File: config.mk
export PLATFORM = sky130hd
export DESIGN_NAME = muldiv_sequencer
export DESIGN_NICKNAME = d
export VERILOG_FILES = /design/src/rtl/muldiv_pkg.sv /design/src/rtl/muldiv_step.sv /design/src/rtl/muldiv_sequencer.sv
export SDC_FILE = /design/constraint.sdc
export NUM_CORES = 1
export LEC_CHECK = 0
export ABC_CLOCK_PERIOD_IN_PS = 4050
export BUFFER_PORTS_ARGS = -buffer_cell sky130_fd_sc_hd__buf_4
export CAP_MARGIN = 40
export CORE_MARGIN = 5
export CORE_UTILIZATION = 45
export CTS_BUF_LIST = sky130_fd_sc_hd__clkbuf_8 sky130_fd_sc_hd__clkbuf_16
export CTS_CLUSTER_SIZE = 30
export DETAILED_ROUTE_END_ITERATION = 7
export GPL_ROUTABILITY_DRIVEN = 0
export PLACE_DENSITY = 0.75
export SYNTH_ARGS = -nofsm -noshare
export SYNTH_HDL_FRONTEND = slang
export SYNTH_SLANG_ARGS = --single-unit
export TNS_END_PERCENT = 100
File: constraint.sdc
create_clock -name clock -period 4.05 [get_ports clock]
set_input_delay 0.6075 -clock clock [delete_from_list [all_inputs] [get_ports clock]]
set_output_delay 0.6075 -clock clock [all_outputs]
set_load 0.05 [all_outputs]
File: src/rtl/muldiv_pkg.sv
// Shared opcodes and FSM state encoding for the MULT/DIV/MFHI/MFLO sequencer.
package muldiv_pkg;

  localparam logic [5:0] OpMult = 6'b000010;
  localparam logic [5:0] OpDiv  = 6'b000011;
  localparam logic [5:0] OpMfhi = 6'b000100;
  localparam logic [5:0] OpMflo = 6'b000101;
  localparam logic [5:0] OpNop  = 6'b100001;

  typedef enum logic [2:0] {
    StIdle,
    StMul,
    StDiv,
    StDz,
    StFix
  } state_e;

endpackage

File: src/rtl/muldiv_step.sv
// One combinational iteration: shift-add multiply or restoring-divide step.
module muldiv_step #(
  parameter int unsigned WIDTH = 32
) (
  input  logic             is_div_i,
  input  logic [WIDTH-1:0] acc_i,
  input  logic [WIDTH-1:0] quo_i,
  input  logic [WIDTH-1:0] b_i,
  output logic [WIDTH-1:0] acc_o,
  output logic [WIDTH-1:0] quo_o
);

  logic [WIDTH:0] sum;
  logic [WIDTH:0] shifted;
  logic [WIDTH:0] trial;

  always_comb begin
    sum     = {1'b0, acc_i} + (quo_i[0] ? {1'b0, b_i} : '0);
    shifted = {acc_i, quo_i[WIDTH-1]};
    trial   = shifted - {1'b0, b_i};
    if (is_div_i) begin
      // Borrow out of the trial subtract means the divisor did not fit: restore.
      if (trial[WIDTH]) begin
        acc_o = shifted[WIDTH-1:0];
        quo_o = {quo_i[WIDTH-2:0], 1'b0};
      end else begin
        acc_o = trial[WIDTH-1:0];
        quo_o = {quo_i[WIDTH-2:0], 1'b1};
      end
    end else begin
      acc_o = sum[WIDTH:1];
      quo_o = {sum[0], quo_i[WIDTH-1:1]};
    end
  end

endmodule

File: src/rtl/muldiv_sequencer.sv
// Iterative MULT/DIV controller owning HI/LO; stalls decode on HI/LO hazards.
// Define MULDIV_SIGNED_EN for signed MULT/DIV (adds the FIX cycle).
module muldiv_sequencer
  import muldiv_pkg::*;
#(
  parameter int unsigned WIDTH = 32,
  parameter int unsigned CNT_W = 6
) (
  input  logic             clock,
  input  logic             reset_n,
  input  logic             x_valid,
  input  logic [5:0]       x_aluop,
  input  logic [WIDTH-1:0] x_rs,
  input  logic [WIDTH-1:0] x_rt,
  input  logic [5:0]       d_aluop,
  output logic             stall,
  output logic             busy,
  output logic [WIDTH-1:0] hi,
  output logic [WIDTH-1:0] lo,
  output logic [WIDTH-1:0] mf_data,
  output logic             div_zero
);

  state_e           state_q, state_d;
  logic [CNT_W-1:0] count_q, count_d;
  logic [WIDTH-1:0] acc_q, acc_d, quo_q, quo_d, opb_q, opb_d;
  logic [WIDTH-1:0] hi_q, hi_d, lo_q, lo_d;
  logic             div_zero_q, div_zero_d;
  logic             x_start, last_iter;
  logic [WIDTH-1:0] step_acc, step_quo, rs_mag, rt_mag;

`ifdef MULDIV_SIGNED_EN
  logic               neg_res_q, neg_res_d, neg_rem_q, neg_rem_d, op_div_q, op_div_d;
  logic [2*WIDTH-1:0] prod;

  assign rs_mag = x_rs[WIDTH-1] ? -x_rs : x_rs;
  assign rt_mag = x_rt[WIDTH-1] ? -x_rt : x_rt;
  assign prod   = {acc_q, quo_q};
`else
  assign rs_mag = x_rs;
  assign rt_mag = x_rt;
`endif

  assign busy      = (state_q != StIdle);
  assign x_start   = x_valid && (x_aluop == OpMult || x_aluop == OpDiv) && (state_q == StIdle);
  assign stall     = (d_aluop inside {OpMult, OpDiv, OpMfhi, OpMflo}) && (busy || x_start);
  assign last_iter = (count_q == CNT_W'(WIDTH - 1));
  assign hi        = hi_q;
  assign lo        = lo_q;
  assign div_zero  = div_zero_q;

  always_comb begin
    case (x_aluop)
      OpMfhi:  mf_data = hi_q;
      OpMflo:  mf_data = lo_q;
      default: mf_data = '0;
    endcase
  end

  muldiv_step #(
    .WIDTH(WIDTH)
  ) u_step (
    .is_div_i(state_q == StDiv),
    .acc_i   (acc_q),
    .quo_i   (quo_q),
    .b_i     (opb_q),
    .acc_o   (step_acc),
    .quo_o   (step_quo)
  );

  always_comb begin
    state_d    = state_q;
    count_d    = count_q;
    acc_d      = acc_q;
    quo_d      = quo_q;
    opb_d      = opb_q;
    hi_d       = hi_q;
    lo_d       = lo_q;
    div_zero_d = 1'b0;
`ifdef MULDIV_SIGNED_EN
    neg_res_d  = neg_res_q;
    neg_rem_d  = neg_rem_q;
    op_div_d   = op_div_q;
`endif
    unique case (state_q)
      StIdle: begin
        if (x_start) begin
          count_d = '0;
          acc_d   = '0;
          quo_d   = rs_mag;
          opb_d   = rt_mag;
`ifdef MULDIV_SIGNED_EN
          neg_res_d = x_rs[WIDTH-1] ^ x_rt[WIDTH-1];
          neg_rem_d = x_rs[WIDTH-1];
          op_div_d  = (x_aluop == OpDiv);
`endif
          if (x_aluop == OpMult) begin
            state_d = StMul;
          end else if (x_rt == '0) begin
            // Raw dividend is what HI reports on divide-by-zero.
            quo_d   = x_rs;
            state_d = StDz;
          end else begin
            state_d = StDiv;
          end
        end
      end
      StMul, StDiv: begin
        acc_d   = step_acc;
        quo_d   = step_quo;
        count_d = count_q + CNT_W'(1);
        if (last_iter) begin
          count_d = '0;
`ifdef MULDIV_SIGNED_EN
          state_d = StFix;
`else
          hi_d    = step_acc;
          lo_d    = step_quo;
          state_d = StIdle;
`endif
        end
      end
      StDz: begin
        hi_d       = quo_q;
        lo_d       = '1;
        div_zero_d = 1'b1;
        state_d    = StIdle;
      end
`ifdef MULDIV_SIGNED_EN
      StFix: begin
        if (op_div_q) begin
          lo_d = neg_res_q ? -quo_q : quo_q;
          hi_d = neg_rem_q ? -acc_q : acc_q;
        end else begin
          {hi_d, lo_d} = neg_res_q ? -prod : prod;
        end
        state_d = StIdle;
      end
`endif
      default: state_d = StIdle;
    endcase
  end

  always_ff @(posedge clock or negedge reset_n) begin
    if (!reset_n) begin
      state_q    <= StIdle;
      count_q    <= '0;
      acc_q      <= '0;
      quo_q      <= '0;
      opb_q      <= '0;
      hi_q       <= '0;
      lo_q       <= '0;
      div_zero_q <= 1'b0;
`ifdef MULDIV_SIGNED_EN
      neg_res_q  <= 1'b0;
      neg_rem_q  <= 1'b0;
      op_div_q   <= 1'b0;
`endif
    end else begin
      state_q    <= state_d;
      count_q    <= count_d;
      acc_q      <= acc_d;
      quo_q      <= quo_d;
      opb_q      <= opb_d;
      hi_q       <= hi_d;
      lo_q       <= lo_d;
      div_zero_q <= div_zero_d;
`ifdef MULDIV_SIGNED_EN
      neg_res_q  <= neg_res_d;
      neg_rem_q  <= neg_rem_d;
      op_div_q   <= op_div_d;
`endif
    end
  end

endmodule

==> impl_results.md, run 1 <==
* #FFs+latches synth at 169
* Failing checks: DRC
* HP Class: in2async
* Critical path's most frequent cell: o21ai_0
* Mapped Area at 12500 µm²
* Final Non-Filler Cells at 1996
* Setup-failing EPs final at 0
* Clk sink count at 169
* Leakage at 7.31 nW
* Clock share of power at 16.0%
* DR vias/cell at 6.01
* Dpl cells at 1960
* Arrival time worst endpoint at 4.18 ns
* Worst Reg-to-Reg Cells at 11
* Share of layout cells above drive strength 1 at between 20% and 30%
* Worst setup endpoint: acc_q[25]
* Met3 Use GR at approximately 3.4%
* Post-route ant nets at 0
* Vias in the first global route at between 10000 and 15000
* Crit start category: flip-flop
* Total power at 10.3 mW
* First-pass GRT wire length at ~62 mm
* Switching pwr at 5.07 mW
* Pint at between 5 and 6 mW
* Critical Path Sink Type: flip-flop
* H-tree levels at 4
* Critical-path top delay cell: dfrtp_1
* Pre-Repair DR Iteration Count at 8
* Reg2Reg Setup Slack at 0.17 ns
* Clock buffer depth at 2
* Net Sw Frac at 49.4%
* Dpl hpwl at 28.9 mm
* Routed WL at 38.5 mm
* DR WL/cell at slightly below 20 µm
* Crit Path Class: reg2reg
* CORE AREA at 27600 µm²
* Antenna diodes at 0
* Slew Limit Headroom at roughly 46%
* Gr busiest metal: met2
* Logic gate share of total power at 57.4%
* Setup WS pre-CTS at 0.278 ns
* Ys flop type: dfrtp_1
* Fin crit share at 95.8%
* Initial antenna violation count at 0
* Worst vdd ir at 0.538 mV
* Tightest Pin Transition at roughly 0.8 ns
* Worst-path cell chain: buf_4 -> and2_1 -> ha_1 -> a21oi_1 -> o21ai_0 -> or3_1 -> o21ai_1 -> o31ai_1 -> xor2_1 -> a211oi_1 -> o21ai_0
* Critical Path RT at 4.34 ns
* Die height at 177 µm
* Initial Util at 45.4%
* Syn Area/Cell at 8.54 µm²
* Slew Limit Fails at 0
* RSZ-0062 raised after global routing: no
* Distinct cells, synth at between 80 and 90
* Outcome: complete, but fails checks
* Die ar. at 31300 µm²
* Remaining DRCs at 3
* Final worst slack at 0.168 ns
* Met2 Usage GRT at between 40% and 50%
* Total Routing Usage GR at about a quarter
* Die width at 177 µm
* Via Count at 12000
* Largest net degree at the start of global routing at 78
* Setup crit start: quo_q[0]
* Power Density at 689 nW/µm²
* Cell count after synthesis at 1469
* Clk_lat worst skew at 0.44 ns
* Hold Fails Final Rpt at 0
* Critical path fanouts, max at 21
* Post-synth net total at about 1600
* Sequential Power Share at 26.7%
* Root buffer cell: clkbuf_16
* Final hold slack at 0.201 ns
* Area growth syn-to-layout at 18.9%
* Seq/Total Area, Yosys at 33.7%
* RR Endpoint: acc_q[25]
* Overflow after GRT at 0
* Port Buf Inserts at 176
* CTS tree: done
* IO Pins at ~180
* Num CTS Buffers at 17
* RR Startpoint: quo_q[0]
* # fillers at 2551
* Site Rows at 61
* Minimum clock period at roughly 3.9 ns
* Worst-path clk slew at 0.08 ns
* Critical Path Max Stage Delay at 0.71 ns
* Fmax at between 0.2 and 0.3 GHz
* Setup_tns at 0 ns
* Layout net count at 1755
* Post-synth ARST share at between 90% and 100%
* Yosys warns at 0
* EDFF count, synth at 0
* M1 GR Usage at 31.6%
* Clock skew at roughly 0.016 ns
* DRT iter0 DRCs at 1161
* Max cap viols at 0
==> kinds of logic after synthesis <==
logic type,after synthesis,synth area share (%)
adder cells (fa/ha/maj),70,7.10
flip-flops,169,33.7
AO/OA/AOI/OAI,444,23.0
AND/OR/NAND/NOR,466,17.2
multiplexers,124,10.8
buffers and inverters,146,4.72
XOR/XNOR,50,3.49
==> sequential cells by signal (all words and copies together), names as in the netlist <==
signal and count:
acc_q 32, hi 32, lo 32, opb_q 32
quo_q 32, count_q 6, state_q 2, div_zero 1
==> per-layer routing <==
layer / up-vias / share of wire [%] / wire [µm]
li1: 5595 / - / -
met1: 5794 / 41 / 15900
met2: 490 / 50 / 19100
met3: 108 / 5.7 / 2210
met4: 0 / 3.1 / 1210
met5: - / 0 / 0
==> layout make-up <==
class	instances	area, µm²	area share [%]
multi-input combinational	1154	7760	52.0
clock inverter	14	158	1.06
timing repair buffer	209	1660	11.1
clock buffer	17	425	2.85
inverter	55	206	1.38
tap	378	473	3.17
sequential	169	4230	28.4
==> repair_timing <==
| action | CTS | global route |
|---|---|---|
| setup buffers | 0 | 5 |
| resized for setup | 0 | 0 |
| setup endpoints to repair | 0 | 1 |
| hold buffers | 0 | 0 |
==> worst max-delay path, delay by kind of cell (launching register included) <==
family / cells / cell delay [ns]
fa+ha+maj: 1 / 0.28
buf+inv: 1 / 0.33
xor+xnor: 1 / 0.18
flops: 1 / 0.71
compound gates: 6 / 1.66
simple gates: 2 / 0.57
==> power by group through the flow <==
stage / Clock [mW] / Combinational, mW / Sequential (mW)
2_1_floorplan: 0 / 3.47 / 3.33
3_3_place_gp: 0 / 5.62 / 2.75
3_5_place_dp: 0 / 5.76 / 2.76
4_1_cts: 1.65 / 5.81 / 2.73
5_1_grt: 1.73 / 6.38 / 2.79
6_report: 1.64 / 5.89 / 2.74
==> synth_stat cells (10+ instances only) <==
library cell	number	share of area [%]
a32oi_1	31	2.2
a21oi_1	122	4.9
a211oi_1	15	0.90
inv_1	54	1.6
xnor2_1	27	1.9
nor2_1	115	3.4
dfrtp_1	169	34
mux2_2	65	5.8
nand2_1	194	5.8
a21o_1	33	2.0
a22o_1	14	0.98
mux2i_1	50	4.0
a211o_1	10	0.70
clkbuf_1	73	2.2
o21ai_1	18	0.72
xor2_1	23	1.6
ha_1	68	6.8
nor3_1	20	0.80
o21ai_0	99	4.0
and3_1	13	0.65
o211ai_1	12	0.72
nand4_1	17	0.85
and2_1	37	1.8
nand3_1	22	0.88
==> through the flow <==
step,instance area [µm²],utilization (%)
2_1_floorplan,12500,-
3_3_place_gp,14200,51.4
3_5_place_dp,14300,51.7
4_1_cts,14900,53.8
5_1_grt,14900,54.0
6_report,14900,54.0
==> placed cells by master (no fill, tap or decap), drive strengths merged, types with 4 or more instances in the layout <==
master / count
buf: 209
nand2: 194
dfrtp: 169
a21oi: 129
o21ai: 117
nor2: 115
mux2: 74
ha: 68
inv: 61
mux2i: 50
and2: 37
a21o: 33
a32oi: 31
xnor2: 27
xor2: 23
nand3: 22
nor3: 20
nand4: 18
clkbuf: 17
a211oi: 17
a22o: 14
and3: 13
o211ai: 13
a211o: 10
nand3b: 10
nor4: 10
or3: 9
o31ai: 9
a31oi: 9
o21bai: 8
a31o: 8
clkinv: 8
o21a: 6
nor2b: 4
a21boi: 4
==> worst min path at each step <==
stage | to | cells after the start | slack [ns] | start
2_1_floorplan | acc_q[0] | 0 | 0.31 | reset_n
3_3_place_gp | quo_q[4] | 2 | 0.49 | quo_q[4]
3_5_place_dp | lo[21] | 2 | 0.50 | lo[21]
4_1_cts | lo[26] | 1 | 0.23 | reset_n
5_1_grt | lo[25] | 1 | 0.26 | reset_n
6_report | lo[26] | 1 | 0.20 | reset_n
No activity file was read; power rests on OpenSTA's default activity.
==> inputs of run 2 (changes only) <==
--- a/config.mk
+++ b/config.mk
@@ -15,6 +15,7 @@
 export DETAILED_ROUTE_END_ITERATION = 7
 export GPL_ROUTABILITY_DRIVEN = 0
 export PLACE_DENSITY = 0.75
+export REMOVE_ABC_BUFFERS = 1
 export SYNTH_ARGS = -nofsm -noshare
 export SYNTH_HDL_FRONTEND = slang
 export SYNTH_SLANG_ARGS = --single-unit
==> run 2 against run 1 <==
  * The run now ends clean
  * Highest routed layer unchanged
  * First-iteration DRC count rose by 20%
  * Sequential power barely moved
  * Critical path depth increased by 3
  * Worst setup slack improved by 0.067 ns
  * Critical endpoint is now hi[9]
  * Global-route usage shrank 0.31 points
  * Core utilization fell by 0.23 points
  * Clock-buffer cell count stayed put
==> impl_results.md, run 2 (synthesis gave the netlist of run 1 again) <==
* Outcome: finished, final reports clean
* H-tree levels at 4
* Most frequent cells in the layout: buf_4, nand2_1, dfrtp_1
* Layout Utilization at approximately 54%
* DRT iter0 DRCs at 1397
* M1 GR Usage at 33.9%
* Critical-path top delay cell: a311o_1
* Fmax at 0.262 GHz
* Gr busiest metal: met2
* First-pass GRT wire length at 61.1 mm
* Reg2Reg Setup Slack at 0.24 ns
* Antenna diodes at 0
* RR Startpoint: quo_q[31]
* Tightest Pin Transition at 0.877 ns
* Number of cells upsized or downsized after cts at 0
* Crit start category: flip-flop
* Share of layout cells above drive strength 1 at a little over a fifth
* Worst vdd ir at 0.333 mV
* Overflow after GRT at 0
* Met3 Use GR at 4.36%
* Area growth syn-to-layout at 18.4%
* HP Class: in2async
* Largest net degree at the start of global routing at 89
* Critical Path Max Stage Delay at 0.41 ns
* Power Density at 688 nW/µm²
* Design Area, Final at 14900 µm²
* Critical Path Sink Type: flip-flop
* Worst-path clk slew at 0.07 ns
* Critical path fanouts, max at 26
* Port Buf Inserts at 176
* Num CTS Buffers at 17
* Die width at 177 µm
* Crit Path Class: reg2reg
* Vias in the first global route at roughly 11000
* Dpl hpwl at around 28 mm
* Hold Fails Final Rpt at 0
* Post-route ant nets at 0
* Slew Limit Headroom at 41.6%
* Setup-failing EPs final at 0
* Total Routing Usage GR at 24.0%
* # Post-CTS Setup Buffers at 0
* Die height at 177 µm
* DR vias/cell at 5.95
* Site Rows at between 60 and 70
* Critical path's most frequent cell: inv_1
* Critical Path RT at 4.36 ns
* Worst Reg-to-Reg Cells at 14
* Arrival time worst endpoint at 4.12 ns
* Initial antenna violation count at 0
* Fin crit share at a little over nine tenths
* Die ar. at ~31000 µm²
* Setup_tns at 0 ns
* Clock buffer depth at 2
* Clk_lat worst skew at between 0.4 and 0.5 ns
* Routed WL at about 38 mm
* Worst-path cell chain: inv_1 -> ha_1 -> inv_1 -> fa_1 -> a21o_1 -> a311o_1 -> nand4_2 -> a21oi_2 -> nor4b_2 -> nand3b_4 -> buf_12 -> mux2_2 -> a211oi_1 -> o21ai_0
* IO Pins at 178
* Worst setup endpoint: hi[9]
* Root buffer cell: clkbuf_16
* Clock skew at 0.0165 ns
* Commonest non-fill, non-tap cell in the layout: buf_4
* Via Count at 11900
* CORE AREA at roughly 28000 µm²
* Met2 Usage GRT at 38.0%
* Layout net count at 1753
* RSZ-0062 raised after global routing: no
* Number of hold buffers added after cts at 0
* Slew Limit Fails at 0
* Area post-placement at ~14000 µm²
* Clk sink count at 169
* Initial Util at a little under half
* Remaining DRCs at 0
* Leakage at 7.27 nW
* Pre-Repair DR Iteration Count at 5
* DR WL/cell at around 19 µm
* CTS tree: done
* Max cap viols at 0
* RR Endpoint: hi[9]
* Setup crit start: quo_q[31]
* Minimum clock period at 3.81 ns
* # fillers at between 2000 and 3000
-- run 2: cell types whose count changed in the layout (fill, tap and decap cells not counted), sizes merged --
cell      delta
buf          -2
bufinv       +1
clkinv       -5
clkinvlp     +5
-- run 2: report_power, final --
group	total [mW]	switching [mW]	leakage [nW]	internal, mW
Clock	1.66	0.786	0.277	0.875
Sequential	2.72	0.556	2.22	2.16
Combinational	5.84	3.68	4.77	2.16
-- run 2: area by class of cell --
class / instances / area (µm²) / share of cell area, %
multi-input cells: 1154 / 7760 / 52.3
inverters: 55 / 206 / 1.39
flip-flops and latches: 169 / 4230 / 28.5
clock inverters: 15 / 166 / 1.12
repair buffers: 207 / 1590 / 10.7
well taps: 378 / 473 / 3.18
clock buffers: 17 / 425 / 2.86
-- run 2: layer usage --
metal | part of all wire (%) | wire length (µm)
met1 | 44 | 16800
met2 | 46 | 17300
met3 | 8.3 | 3170
met4 | 1.9 | 739
met5 | 0 | 0
-- run 2: worst min-delay path by stage --
stage,start,endpoint,slack [ns]
detailed placement,lo[26],lo[26],0.50
global placement,quo_q[2],quo_q[2],0.49
CTS,reset_n,opb_q[5],0.26
finish,reset_n,opb_q[5],0.21
global route,reset_n,opb_q[3],0.29
floorplan,reset_n,acc_q[0],0.31
-- run 2: per-stage QoR --
stage	cells	hold WS, ns	setup slack, ns	power (mW)
CTS	1995	0.261	0.215	10.1
finish	1995	0.210	0.235	10.2
global placement	1962	0.489	0.302	8.34
global route	1995	0.288	0.0880	10.8
detailed placement	1963	0.496	0.230	8.47
floorplan	1378	0.312	-0.655	6.69
-- run 2: worst max-delay path, delay by kind of cell, from the launching register on --
kind | cells | cell delay (ns)
AOI/OAI and AO/OA | 5 | 1.18
adders and majority gates | 2 | 0.63
buffers and inverters | 3 | 0.47
DFF | 1 | 0.37
muxes | 1 | 0.37
and+or+nand+nor | 3 | 0.64
==> inputs of run 3 (changes only) <==
--- a/config.mk
+++ b/config.mk
@@ -6,15 +6,15 @@
 export NUM_CORES = 1
 export LEC_CHECK = 0
 export ABC_CLOCK_PERIOD_IN_PS = 4050
-export BUFFER_PORTS_ARGS = -buffer_cell sky130_fd_sc_hd__buf_4
 export CAP_MARGIN = 40
 export CORE_MARGIN = 5
 export CORE_UTILIZATION = 45
 export CTS_BUF_LIST = sky130_fd_sc_hd__clkbuf_8 sky130_fd_sc_hd__clkbuf_16
 export CTS_CLUSTER_SIZE = 30
 export DETAILED_ROUTE_END_ITERATION = 7
+export DONT_BUFFER_PORTS = 1
 export GPL_ROUTABILITY_DRIVEN = 0
-export PLACE_DENSITY = 0.75
+export PLACE_DENSITY = 0.7
 export REMOVE_ABC_BUFFERS = 1
 export SYNTH_ARGS = -nofsm -noshare
 export SYNTH_HDL_FRONTEND = slang
==> run 3 against run 2 <==
  * The run now ends with hold timing left
  * Core utilization down 4.0 points
  * Largest cell class unchanged
  * Sequential power is 32% higher
  * Clock-buffer cell count rose by 1
  * Critical path type unchanged
  * Combinational power fell by 23%
  * Cell area fell by 7.4%
==> impl_results.md, run 3 (synthesis gave the netlist of run 1 again) <==
* Outcome: complete, but fails checks
* Failing checks: hold timing
* Leakage at 6.55 nW
* CTS tree: done
* Switching pwr at 4.91 mW
* Most frequent cells in the layout: nand2_1, dfrtp_1, a21oi_1
* Area growth syn-to-layout at 9.70%
* Layout net count at 1606
* Commonest non-fill, non-tap cell in the layout: nand2_1
* DR vias/cell at 6.10
* Die height at 177 µm
* Worst vdd ir at roughly 0.37 mV
* Layout Utilization at 49.8%
* Logic gate share of total power at between 40% and 50%
* Crit Path Class: reg2reg
* Net Sw Frac at ~50%
* Critical path fanouts, max at 24
* # Post-CTS Setup Buffers at 0
* IO Pins at ~180
* Final hold slack at -0.128 ns
* Fmax at 0.264 GHz
* Pre-Repair DR Iteration Count at 5
* Dpl cells at 1816
* Power Density at 715 nW/µm²
* Initial Util at 45.4%
* Total Routing Usage GR at a little under a quarter
* Sequential Power Share at 36.4%
* Setup-failing EPs final at 0
* Clock buffer depth at 2
* Minimum clock period at 3.78 ns
* Critical Path Sink Type: flip-flop
* Clock share of power at 17.8%
* Setup WS pre-CTS at around 0.21 ns
* Fin crit share at approximately 93%
* Setup crit start: quo_q[31]
* Clock skew at 0.0130 ns
* Initial antenna violation count at 0
* Tightest Pin Transition at 0.834 ns
* Final Non-Filler Cells at 1848
* Largest net degree at the start of global routing at 170
* Pint at approximately 5 mW
* HP Class: in2async
* Port Buf Inserts at 0
* Slew Limit Fails at 0
* DRT iter0 DRCs at 1143
* Remaining DRCs at 0
* CORE AREA at 27600 µm²
* H-tree levels at 4
* Overflow after GRT at 0
* Die width at 177 µm
* RSZ-0062 raised after global routing: no
* DR WL/cell at 20.5 µm
* Root buffer cell: clkbuf_16
* Arrival time worst endpoint at 4.09 ns
* RR Startpoint: quo_q[31]
* Site Rows at 61
* Max cap viols at 0
* Worst-path clk slew at ~0.07 ns
* Via Count at roughly 11000
* Die ar. at 31300 µm²
* Slew Limit Headroom at roughly 44%
* Clk sink count at 169
* Post-route ant nets at 0
* Final worst slack at 0.269 ns
* Hold Fails Final Rpt at 76
* # fillers at 2601
* Routed WL at 37.9 mm
* Share of layout cells above drive strength 1 at 13.3%
* Dpl hpwl at 27.7 mm
* Vias in the first global route at 10600
* Critical Path RT at 4.36 ns
* Crit start category: flip-flop
* Antenna diodes at 0
* Num CTS Buffers at 17
* Clk_lat worst skew at roughly 0.44 ns
* First-pass GRT wire length at 59.6 mm
[run 3: cell count changes in the layout (fill, tap and decap cells not counted)]
cell        previous run  this run
buf_8                  1         0
buf_4                203        59
buf_12                 2         1
buf_6                  1         0
clkinvlp_4             5         2
clkbuf_8               0         1
bufinv_16              1         2
inv_8                  4         3
inv_1                 55        53
clkinv_4               0         1
inv_6                  2         4
inv_2                  0         1
[run 3: metrics by stage]
stage	instance area, µm²	power (mW)	hold WS, ns	setup TNS [ns]
final	13800	9.83	-0.128	0
after global placement	13100	7.89	0.324	0
after global routing	13800	10.4	-0.145	0
after CTS	13800	9.76	-0.146	0
after detailed placement	13100	7.98	0.324	0
after floorplan	12200	6.69	0.312	-26.74
[run 3: power groups by stage]
stage | registers [mW] | logic [mW] | clock network (mW)
after floorplan | 3.36 | 3.34 | 0
after global placement | 3.58 | 4.30 | 0
after detailed placement | 3.60 | 4.39 | 0
after CTS | 3.57 | 4.42 | 1.78
after global routing | 3.63 | 4.95 | 1.85
final | 3.58 | 4.50 | 1.75
[run 3: cell type report]
cell class	instances	area [µm²]	share of cell area [%]
multi-input cells	1154	7760	56.4
flip-flops and latches	169	4230	30.7
well taps	378	473	3.44
repair buffers	60	463	3.37
clock buffers	18	439	3.19
inverters	55	206	1.50
clock inverters	14	185	1.35
[run 3: critical path, stage by stage, from the launching register on]
cell and delay (ns):
dfrtp_1 0.39, inv_2 0.13, ha_1 0.19, inv_1 0.05
fa_1 0.40, a21o_1 0.24, a311o_1 0.42, nand4_2 0.12
a21oi_2 0.11, nor4b_2 0.25, nand3b_4 0.26, buf_12 0.22
mux2_4 0.32, a211oi_1 0.43, nor2_1 0.09
[run 3: what timing repair did]
item                                    CTS  global route
endpoints found under the setup margin    0             1
resized for setup                         0             1
hold endpoints to repair                169           169
[run 3: per-layer routing]
metal  part of all wire (%)  GRT usage, %
met1                     45          34.2
met5                      0             0
met3                    8.2          4.93
met4                    2.1          6.58
met2                     45          36.4
[run 3: final timing paths]
check,endpoint,slack (ns),cells after the start
hold / removal,opb_q[4],-0.13,0
max in group asynchronous,acc_q[9],3.54,0
min in group clock,quo_q[3],0.29,2
setup reg to reg,hi[4],0.27,14
setup / recovery,hi[4],0.27,14
hold reg to reg,quo_q[2],0.52,2
